## config.mk

```make
export PLATFORM = sky130hd
export DESIGN_NAME = gato_control_turnos
export DESIGN_NICKNAME = d
export VERILOG_FILES = /design/src/rtl/gato_control_turnos.sv
export SDC_FILE = /design/constraint.sdc
export NUM_CORES = 1
export LEC_CHECK = 0
export CORE_MARGIN = 1
export CORE_UTILIZATION = 30
export CTS_CLUSTER_SIZE = 28
export DETAILED_ROUTE_END_ITERATION = 12
export PLACE_DENSITY_LB_ADDON = 0.08
export SKIP_LAST_GASP = 1
export SLEW_MARGIN = 10
export SYNTH_ARGS = -nofsm -noshare
export SYNTH_HDL_FRONTEND = slang
export SYNTH_SLANG_ARGS = --single-unit
```

## constraint.sdc

```tcl
create_clock -name clk -period 3.6 [get_ports clk]
set_clock_uncertainty 0.05 [all_clocks]
set_input_delay 0.36 -clock clk [delete_from_list [all_inputs] [get_ports clk]]
set_output_delay 0.36 -clock clk [all_outputs]
set_load 0.02 [all_outputs]
```

## src/rtl/gato_control_turnos.sv

```systemverilog
// Gato turn engine: validates move requests against board occupancy,
// records cell owners and rotates the turn, with optional idle auto-pass.
module gato_control_turnos #(
   parameter int NUM_JUGADORES  = 2,
   parameter int NUM_CASILLAS   = 9,
   parameter int TIMEOUT_CICLOS = 0,
   localparam int JW = $clog2(NUM_JUGADORES),
   localparam int CW = $clog2(NUM_CASILLAS),
   localparam int TW = $clog2(NUM_CASILLAS + 1)
) (
   input  logic                       clk,
   input  logic                       reset_n,
   input  logic                       nueva_partida,
   input  logic                       jugada_valid,
   input  logic [CW-1:0]              jugada_casilla,
   output logic                       jugada_ready,
   output logic [JW-1:0]              jugador_actual,
   output logic                       jugada_ack,
   output logic                       jugada_rechazo,
   output logic                       turno_agotado,
   output logic [NUM_CASILLAS-1:0]    ocupado,
   output logic [NUM_CASILLAS*JW-1:0] dueno,
   output logic [TW-1:0]              num_jugadas,
   output logic                       tablero_lleno
);

   localparam int TOW = (TIMEOUT_CICLOS > 1) ? $clog2(TIMEOUT_CICLOS) : 1;
   localparam int TO_LIM = (TIMEOUT_CICLOS > 0) ? TIMEOUT_CICLOS - 1 : 0;
   localparam logic [TOW-1:0] TO_MAX = TOW'(TO_LIM);
   localparam logic [JW-1:0] J_LAST = JW'(NUM_JUGADORES - 1);
   localparam logic [TW-1:0] N_FULL = TW'(NUM_CASILLAS);

   typedef enum logic [1:0] {ESPERA, EVALUA, FIN} estado_t;

   estado_t                    estado_q, estado_d;
   logic [CW-1:0]              cas_q, cas_d;
   logic [JW-1:0]              jug_q, jug_d;
   logic [NUM_CASILLAS-1:0]    ocup_q, ocup_d;
   logic [NUM_CASILLAS*JW-1:0] dueno_q, dueno_d;
   logic [TW-1:0]              num_q, num_d;
   logic [TOW-1:0]             cnt_q, cnt_d;
   logic                       ack_q, ack_d;
   logic                       rech_q, rech_d;
   logic                       agot_q, agot_d;
   logic                       lleno_q, lleno_d;
   logic                       transfer;
   logic                       libre;
   logic [JW-1:0]              jug_sig;

   assign jugada_ready = (estado_q == ESPERA) && !nueva_partida;
   assign transfer     = jugada_valid && jugada_ready;
   assign jug_sig      = (jug_q == J_LAST) ? '0 : jug_q + 1'b1;

   // Out-of-range cells never match any index, so they read as not free.
   always_comb begin
      libre = 1'b0;
      for (int i = 0; i < NUM_CASILLAS; i++) begin
         if (cas_q == CW'(i) && !ocup_q[i]) libre = 1'b1;
      end
   end

   always_comb begin
      estado_d = estado_q;
      cas_d    = cas_q;
      jug_d    = jug_q;
      ocup_d   = ocup_q;
      dueno_d  = dueno_q;
      num_d    = num_q;
      cnt_d    = cnt_q;
      lleno_d  = lleno_q;
      ack_d    = 1'b0;
      rech_d   = 1'b0;
      agot_d   = 1'b0;
      if (nueva_partida) begin
         estado_d = ESPERA;
         cas_d    = '0;
         jug_d    = '0;
         ocup_d   = '0;
         dueno_d  = '0;
         num_d    = '0;
         cnt_d    = '0;
         lleno_d  = 1'b0;
      end else begin
         case (estado_q)
            ESPERA: begin
               if (transfer) begin
                  cas_d    = jugada_casilla;
                  cnt_d    = '0;
                  estado_d = EVALUA;
               end else if (TIMEOUT_CICLOS > 0) begin
                  if (cnt_q == TO_MAX) begin
                     agot_d = 1'b1;
                     jug_d  = jug_sig;
                     cnt_d  = '0;
                  end else begin
                     cnt_d = cnt_q + 1'b1;
                  end
               end
            end
            EVALUA: begin
               cnt_d    = '0;
               estado_d = ESPERA;
               if (libre) begin
                  ack_d = 1'b1;
                  for (int i = 0; i < NUM_CASILLAS; i++) begin
                     if (cas_q == CW'(i)) begin
                        ocup_d[i]             = 1'b1;
                        dueno_d[i*JW +: JW]   = jug_q;
                     end
                  end
                  num_d = num_q + 1'b1;
                  jug_d = jug_sig;
                  if ((num_q + 1'b1) == N_FULL) begin
                     estado_d = FIN;
                     lleno_d  = 1'b1;
                  end
               end else begin
                  rech_d = 1'b1;
               end
            end
            FIN: ;
            default: estado_d = ESPERA;
         endcase
      end
   end

   always_ff @(posedge clk or negedge reset_n) begin
      if (!reset_n) begin
         estado_q <= ESPERA;
         cas_q    <= '0;
         jug_q    <= '0;
         ocup_q   <= '0;
         dueno_q  <= '0;
         num_q    <= '0;
         cnt_q    <= '0;
         ack_q    <= 1'b0;
         rech_q   <= 1'b0;
         agot_q   <= 1'b0;
         lleno_q  <= 1'b0;
      end else begin
         estado_q <= estado_d;
         cas_q    <= cas_d;
         jug_q    <= jug_d;
         ocup_q   <= ocup_d;
         dueno_q  <= dueno_d;
         num_q    <= num_d;
         cnt_q    <= cnt_d;
         ack_q    <= ack_d;
         rech_q   <= rech_d;
         agot_q   <= agot_d;
         lleno_q  <= lleno_d;
      end
   end

   assign jugador_actual = jug_q;
   assign jugada_ack     = ack_q;
   assign jugada_rechazo = rech_q;
   assign turno_agotado  = agot_q;
   assign ocupado        = ocup_q;
   assign dueno          = dueno_q;
   assign num_jugadas    = num_q;
   assign tablero_lleno  = lleno_q;

endmodule
```

==> summary.txt, run 1 <==
Clock network
  – Root cell of the clock tree: clkbuf_8
  – Count of hold-fix buffers inserted at cts: 0
  – Clock Latency Late Sink: about 0.28 ns
  – Gates resized, CTS repair: 0
  – TritonCTS clock tree: yes
  – Clock-pin slew on the worst setup and hold paths: approximately 0.07 ns
  – Number of levels in the clock H-tree: 2
  – Max Root-Sink Buffers: 2
  – Clock sink count: 32
  – CTS Buf Count: 5
  – Buffers inserted during post-CTS setup optimization: 0

Layout
  – Multi-input gate area in the final layout: ~740 um2
  – Antenna diode instance count: 0
  – Layout overhead on the synthesized area: 28.3%
  – Share of cells above drive strength 1: under 10%
  – Filler Cells Inserted: 522
  – # nets final: approximately 210
  – Area used by sequential logic in the layout: ~800 um2

Global routing
  – Aggregate global routing overflow: 0
  – Via count of the first global-routing pass: 1353
  – Overall routing resource usage: 14.9%
  – Antenna violations before repair: 0
  – Global-route wire length before repair: 6780 um
  – Pin count of the biggest net entering global routing: 36

Timing
  – Fraction of the cycle the final worst path needs: around two thirds
  – Worst rel slew slack: roughly 63%
  – Smallest hold slack: 0.421 ns
  – Post-Route Setup TNS: 0 ns
  – Actual slew at the worst max-slew pin: 0.544 ns
  – RSZ-0062 raised after global routing: no
  – Peak clock frequency supported by timing: 0.425 GHz
  – Count of final hold-check violations: 0
  – Minimum clock period: 2.35 ns
  – Slew Limit Fails: 0
  – Number of setup violations in the final report: 0

Floorplan
  – I/O pin cnt: 36
  – Cell row count: 26
  – Die Width: 76.0 um
  – Height of the die: about 76 um
  – Starting density of the core: a little under a third
  – Placeable core region: a little over 5000 um2
  – Die area: between 5000 and 6000 um2

Setup path
  – Highest net fanout along the worst path: 12
  – Critical register-to-register path endpoint: jugada_rechazo$_DFF_PN0_
  – Startpoint type of the worst setup path: flip-flop
  – Worst setup path class: flip-flop to flip-flop
  – Delay of the slowest cell on the worst path: ~0.53 ns
  – Family of cells with the greatest summed delay on the critical path: simple AND/OR/NAND/NOR gates
  – Critical path, cell by cell: nor4bb_1 -> or3_1 -> or3_1 -> a2111oi_4
  – Highest-delay cell along the critical path: dfrtp_1
  – Path depth of the worst reg2reg path: 4
  – WP buf/inv: 0
  – FF-to-FF setup slack: ~1.2 ns
  – R2r startpoint: cas_q[2]$_DFFE_PN0P_
  – Setup crit end kind: flip-flop
  – Crit-path most repeated cell: or3_1
  – Worst Path Required: 3.72 ns
  – Arrival time reported for the critical path endpoint: 2.48 ns

Power
  – Worst supply voltage drop on vdd: approximately 0.16 mV
  – Cell Pwr Density: 357 nW/um2
  – Leak pwr: about 0.00089 uW

Yosys
  – Fraction of synthesis flops using an asynchronous set or reset pin: between 90% and 100%
  – Number of instances in the synthesized netlist: 163
  – Commonest cells in the netlist: dfrtp_1 (32), nor2_1 (15), a21oi_1 (14), inv_1 (11)
  – Average instance area after synthesis: 10.1 um2
  – Number of distinct library cells after synthesis: 42
  – Dominant synthesized flop cell: dfrtp_1
  – Count of synthesis-stage warnings from yosys: 0
  – Post-Synthesis Cell Area: approximately 1600 um2
  – Total nets after synthesis: 173
  – EDFF count, synth: 0
  – Cell with the most instances after synthesis: dfrtp_1
  – Post-synthesis sequential element count: 32
  – Largest cells by area after synthesis: dfrtp_1 (49%), mux2i_1 (4.9%), a21oi_1 (4.3%)
  – Library cell occupying the most area in the post-synthesis netlist: dfrtp_1
  – Sequential-to-total area share from yosys stat: about 49%
  – Proportion of netlist area held by the largest area contributor: roughly half

Routing
  – Total Wirelength: 3860 um
  – Detail-routed net length per standard cell: between 10 and 15 um
  – Detail-routed via count per cell: approximately 5
  – DRC: 0
  – DR pass1 iterations: 4
  – Vias: 1295
  – Count of antenna-violating nets left after detailed routing: 0
  – Count of routing violations after the opening detailed-route iteration: 91

Min path
  – Worst hold path type: input port to async pin

Placement
  – GPL Wtd Cong: 0.810
  – Number of buffers inserted by port buffering: 34
  – Final HPWL from detailed placement: about 2600 um

Outcome
  – Result of the run: completed

Run
  – Max-cap check violation count: 0
[metal layers]
layer  global-route usage, %  share of wire (%)
met1                    20.7                 50
met5                       0                  0
met4                    6.92                1.6
met3                    2.87                4.1
met2                    22.2                 44
[cell families (layout without fill, tap and decap cells)]
kind of cell	after synthesis	in the layout	synth area share [%]
AND/OR/NAND/NOR	60	60	20.6
multiplexers	10	10	6.48
XOR/XNOR	1	1	0.534
other	1	1	0.228
buffers and inverters	22	54	5.94
adder cells (fa/ha/maj)	2	2	1.52
AO/OA/AOI/OAI	35	35	15.9
flip-flops	32	32	48.8
[final cells by class]
cell class / count / area share (%)
clock buffer: 6 / 3.45
clock inverter: 1 / 0.238
inverter: 11 / 1.96
tap: 70 / 4.16
multi-input combinational: 109 / 35.3
sequential: 32 / 38.0
timing repair buffer: 36 / 16.9
[sequential cells by signal (all words and copies together) (netlist names)]
signal / flops
jugada_rechazo: 1
jugador_actual: 1
num_jugadas: 4
estado_q: 2
jugada_ack: 1
dueno: 9
cas_q: 4
tablero_lleno: 1
ocupado: 9
[layout by cell type (no fill, tap or decap), drive strengths merged, types with 2 or more instances in the layout]
cell type       n
inv            11
o21ai           6
nor4bb          3
o2111ai         2
nor3b           2
nor2           15
nand2b          8
nor3            3
dfrtp          32
mux2            2
buf             2
nand3           5
nand4           3
a21oi          14
or3             2
or3b            2
o31ai           4
clkdlybuf4s50  34
mux2i           8
nand2           6
and2            3
nor2b           5
clkbuf          6
ha              2
[worst register-to-register path: cells and delay by family (launching register included)]
| kind | cells | cell delay (ns) |
|---|---|---|
| DFF | 1 | 0.53 |
| and+or+nand+nor | 3 | 1.26 |
| AOI/OAI and AO/OA | 1 | 0.41 |
[power breakdown]
group	switching [uW]	internal [uW]	leakage, uW
Sequential	19.6	369	0.000442
Clock	128	131	0.0000410
Combinational	62.3	43.0	0.000405
[worst max-delay path by stage]
stage / startpoint / endpoint / slack (ns) / cells after the start
finish: cas_q[2]$_DFFE_PN0P_ / jugada_rechazo$_DFF_PN0_ / 1.25 / 4
global route: cas_q[1]$_DFFE_PN0P_ / jugada_rechazo$_DFF_PN0_ / 1.11 / 4
CTS: cas_q[2]$_DFFE_PN0P_ / jugada_rechazo$_DFF_PN0_ / 1.23 / 4
detailed placement: cas_q[2]$_DFFE_PN0P_ / jugada_rechazo$_DFF_PN0_ / 1.24 / 4
global placement: cas_q[2]$_DFFE_PN0P_ / jugada_rechazo$_DFF_PN0_ / 1.27 / 4
floorplan: cas_q[1]$_DFFE_PN0P_ / num_jugadas[3]$_DFFE_PN0P_ / 1.51 / 6
[per-stage QoR]
stage                     util [%]  total power [uW]  area (um2)  worst slack (ns)  instances
after floorplan                  -               460        1640              1.51        163
final                         40.7               752        2110              1.25        265
after global routing          40.7               796        2110              1.11        265
after detailed placement      39.2               501        2030              1.24        258
after CTS                     40.7               765        2110              1.23        265
after global placement        39.2               501        2030              1.27        258
Power figures use the tool's default switching activity.
==> run 2, diff against run 1 <==
==> constraint.sdc (replaced) <==
create_clock -name clk -period 2.3 [get_ports clk]
set_clock_uncertainty 0.05 [all_clocks]
set_input_delay 0.23 -clock clk [delete_from_list [all_inputs] [get_ports clk]]
set_output_delay 0.23 -clock clk [all_outputs]
set_load 0.02 [all_outputs]
==> run 2 against run 1 <==
  * Maximum frequency grew 7.1%
  * Sequential cell count stayed put
  * Highest routed layer unchanged
  * Register-to-register slack got worse by 1.1 ns
  * Sequential power increased by 55%
  * Die area stayed put
  * First-iteration DRC count is 20% lower
  * Power increased by 65%
  * Critical path depth unchanged
  * Largest cell class unchanged
  * Sequential share of layout area fell by 1.4 points
  * Via count rose by 4.8%
  * Cell area is 3.8% higher
==> summary.txt, run 2 (synthesis gave the netlist of run 1 again) <==
Outcome
  – Result of the run: completed

Setup path
  – Highest net fanout along the worst path: 10 (-2)
  – Critical path, cell by cell: nor4bb_1 -> or3_1 -> or3_1 -> a2111oi_4
  – Worst Path Required: 2.44 ns (-1.28 ns)
  – Path depth of the worst reg2reg path: 4 (unchanged)
  – Critical register-to-register path endpoint: jugada_rechazo$_DFF_PN0_
  – Arrival time reported for the critical path endpoint: 2.34 ns (-0.14 ns)
  – Highest-delay cell along the critical path: or3_1
  – FF-to-FF setup slack: 0.10 ns (-1.14 ns)
  – Family of cells with the greatest summed delay on the critical path: simple AND/OR/NAND/NOR gates
  – Startpoint type of the worst setup path: flip-flop
  – WP buf/inv: 0 (unchanged)
  – Worst setup path class: flip-flop to flip-flop
  – Crit-path most repeated cell: or3_1
  – Setup crit end kind: flip-flop
  – R2r startpoint: cas_q[0]$_DFFE_PN0P_
  – Depth of the critical timing path with buffers and inverters included: 4 (unchanged)
  – Delay of the slowest cell on the worst path: 0.54 ns (about the same)

Layout
  – Multi-input gate area in the final layout: 743 um2 (unchanged)
  – Final core area utilization: 42.3% (+1.5 points)
  – Layout overhead on the synthesized area: 33.2%
  – Filler Cells Inserted: 506 (-3.1%)
  – Antenna diode instance count: 0 (unchanged)
  – Commonest cells after routing, fill and taps aside: clkdlybuf4s50_1 (34), dfrtp_1 (32), nor2_1 (15)
  – # nets final: 214 (+4.4%)
  – Share of cells above drive strength 1: 10.7% (+4.1 points)
  – Most common cell after layout, fill and taps aside: clkdlybuf4s50_1
  – Area used by sequential logic in the layout: 801 um2 (unchanged)
  – Non-filler instance count after layout: 275 (+3.8%)

Timing
  – RSZ-0062 raised after global routing: no
  – Smallest hold slack: 0.302 ns (-0.119 ns)
  – Actual slew at the worst max-slew pin: 0.553 ns (+0.00841 ns)
  – Worst rel slew slack: 62.8% (-0.62 points)
  – Number of setup violations in the final report: 0 (unchanged)
  – Post-Route Setup TNS: 0 ns (unchanged)
  – Final WS setup: 0.102 ns (-1.14 ns)
  – Minimum clock period: 2.20 ns (-0.155 ns)
  – Fraction of the cycle the final worst path needs: 95.6% (+30 points)
  – Count of final hold-check violations: 0 (unchanged)
  – Peak clock frequency supported by timing: 0.455 GHz (+7.1%)
  – Slew Limit Fails: 0 (unchanged)

Routing
  – Total Wirelength: 4030 um (+4.4%)
  – Detail-routed net length per standard cell: 14.6 um (+0.56%)
  – Detail-routed via count per cell: 4.93 (+0.98%)
  – DR pass1 iterations: 4 (unchanged)
  – DRC: 0 (unchanged)
  – Vias: 1357 (+4.8%)
  – Count of antenna-violating nets left after detailed routing: 0 (unchanged)
  – Count of routing violations after the opening detailed-route iteration: 73 (-20%)

Global routing
  – Via count of the first global-routing pass: 1294 (-4.4%)
  – Pin count of the biggest net entering global routing: 35 (-2.8%)
  – Aggregate global routing overflow: 0 (unchanged)
  – Antenna violations before repair: 0 (unchanged)
  – Overall routing resource usage: 14.5% (-0.37 points)
  – Global-route wire length before repair: 6490 um (-4.4%)

Placement
  – Worst setup timing slack at the placement stage: 0.131 ns (-1.11 ns)
  – Number of buffers inserted by port buffering: 34 (unchanged)
  – Placed cell count: 267 (+3.5%)
  – Final HPWL from detailed placement: 2800 um (+6.9%)
  – GPL Wtd Cong: 0.804 (-0.80%)

Power
  – Cell Pwr Density: 569 nW/um2 (+59%)
  – Worst supply voltage drop on vdd: 0.230 mV (+40%)
  – Leak pwr: 0.000938 uW (+5.6%)

Clock network
  – Number of levels in the clock H-tree: 2 (unchanged)
  – Clock Latency Late Sink: 0.28 ns (about the same)
  – TritonCTS clock tree: yes
  – Gates resized, CTS repair: 0 (unchanged)
  – Root cell of the clock tree: clkbuf_8
  – Count of hold-fix buffers inserted at cts: 0 (unchanged)
  – Max Root-Sink Buffers: 2 (unchanged)
  – Clock sink count: 32 (unchanged)
  – Clock-pin slew on the worst setup and hold paths: 0.07 ns (about the same)
  – CTS Buf Count: 5 (unchanged)
  – Buffers inserted during post-CTS setup optimization: 0 (unchanged)

Floorplan
  – Cell row count: 26 (unchanged)
  – Starting density of the core: 31.7% (unchanged)
  – Placeable core region: 5170 um2 (unchanged)
  – Die Width: 76.0 um (unchanged)
  – I/O pin cnt: 36 (unchanged)
  – Die area: 5770 um2 (unchanged)
  – Height of the die: 76.0 um (unchanged)

Min path
  – Worst hold path type: input port to async pin

Run
  – Max-cap check violation count: 0 (unchanged)
[run 2: area by class of cell]
type / count / share of cell area, %
Multi-Input combinational cell: 109 / 34.0
Inverter: 11 / 1.89
Sequential cell: 32 / 36.6
Tap cell: 70 / 4.01
Timing Repair Buffer: 45 / 19.3
Clock buffer: 8 / 4.12
[run 2: report_power, final]
group / internal (uW) / switching (uW) / total, uW
Combinational: 81.2 / 110 / 192
Clock: 244 / 206 / 451
Sequential: 577 / 24.3 / 601
[run 2: worst max-delay path by stage]
stage	startpoint	endpoint
6_report	cas_q[0]$_DFFE_PN0P_	jugada_rechazo$_DFF_PN0_
5_1_grt	cas_q[1]$_DFFE_PN0P_	num_jugadas[3]$_DFFE_PN0P_
4_1_cts	cas_q[1]$_DFFE_PN0P_	num_jugadas[3]$_DFFE_PN0P_
3_5_place_dp	cas_q[1]$_DFFE_PN0P_	num_jugadas[3]$_DFFE_PN0P_
3_3_place_gp	cas_q[1]$_DFFE_PN0P_	num_jugadas[3]$_DFFE_PN0P_
2_1_floorplan	cas_q[1]$_DFFE_PN0P_	num_jugadas[3]$_DFFE_PN0P_
[run 2: per-layer routing]
layer	wire, um	GRT usage (%)	vias to the layer above
li1	-	-	653
met4	66	5.77	0
met5	0	0	-
met1	2010	19.3	665
met2	1810	22.6	33
met3	148	3.47	6
[run 2: worst reg2reg max path, stage by stage (launching register included)]
cell and delay [ns]:
dfrtp_1 0.48, nor4bb_1 0.17, or3_1 0.49, or3_1 0.54, a2111oi_4 0.37
[run 2: metrics by stage]
stage               instance area, um2  total power (uW)
floorplan                         1640               720
global placement                  2100               801
detailed placement                2100               804
CTS                               2190              1260
global route                      2190              1300
finish                            2190              1240
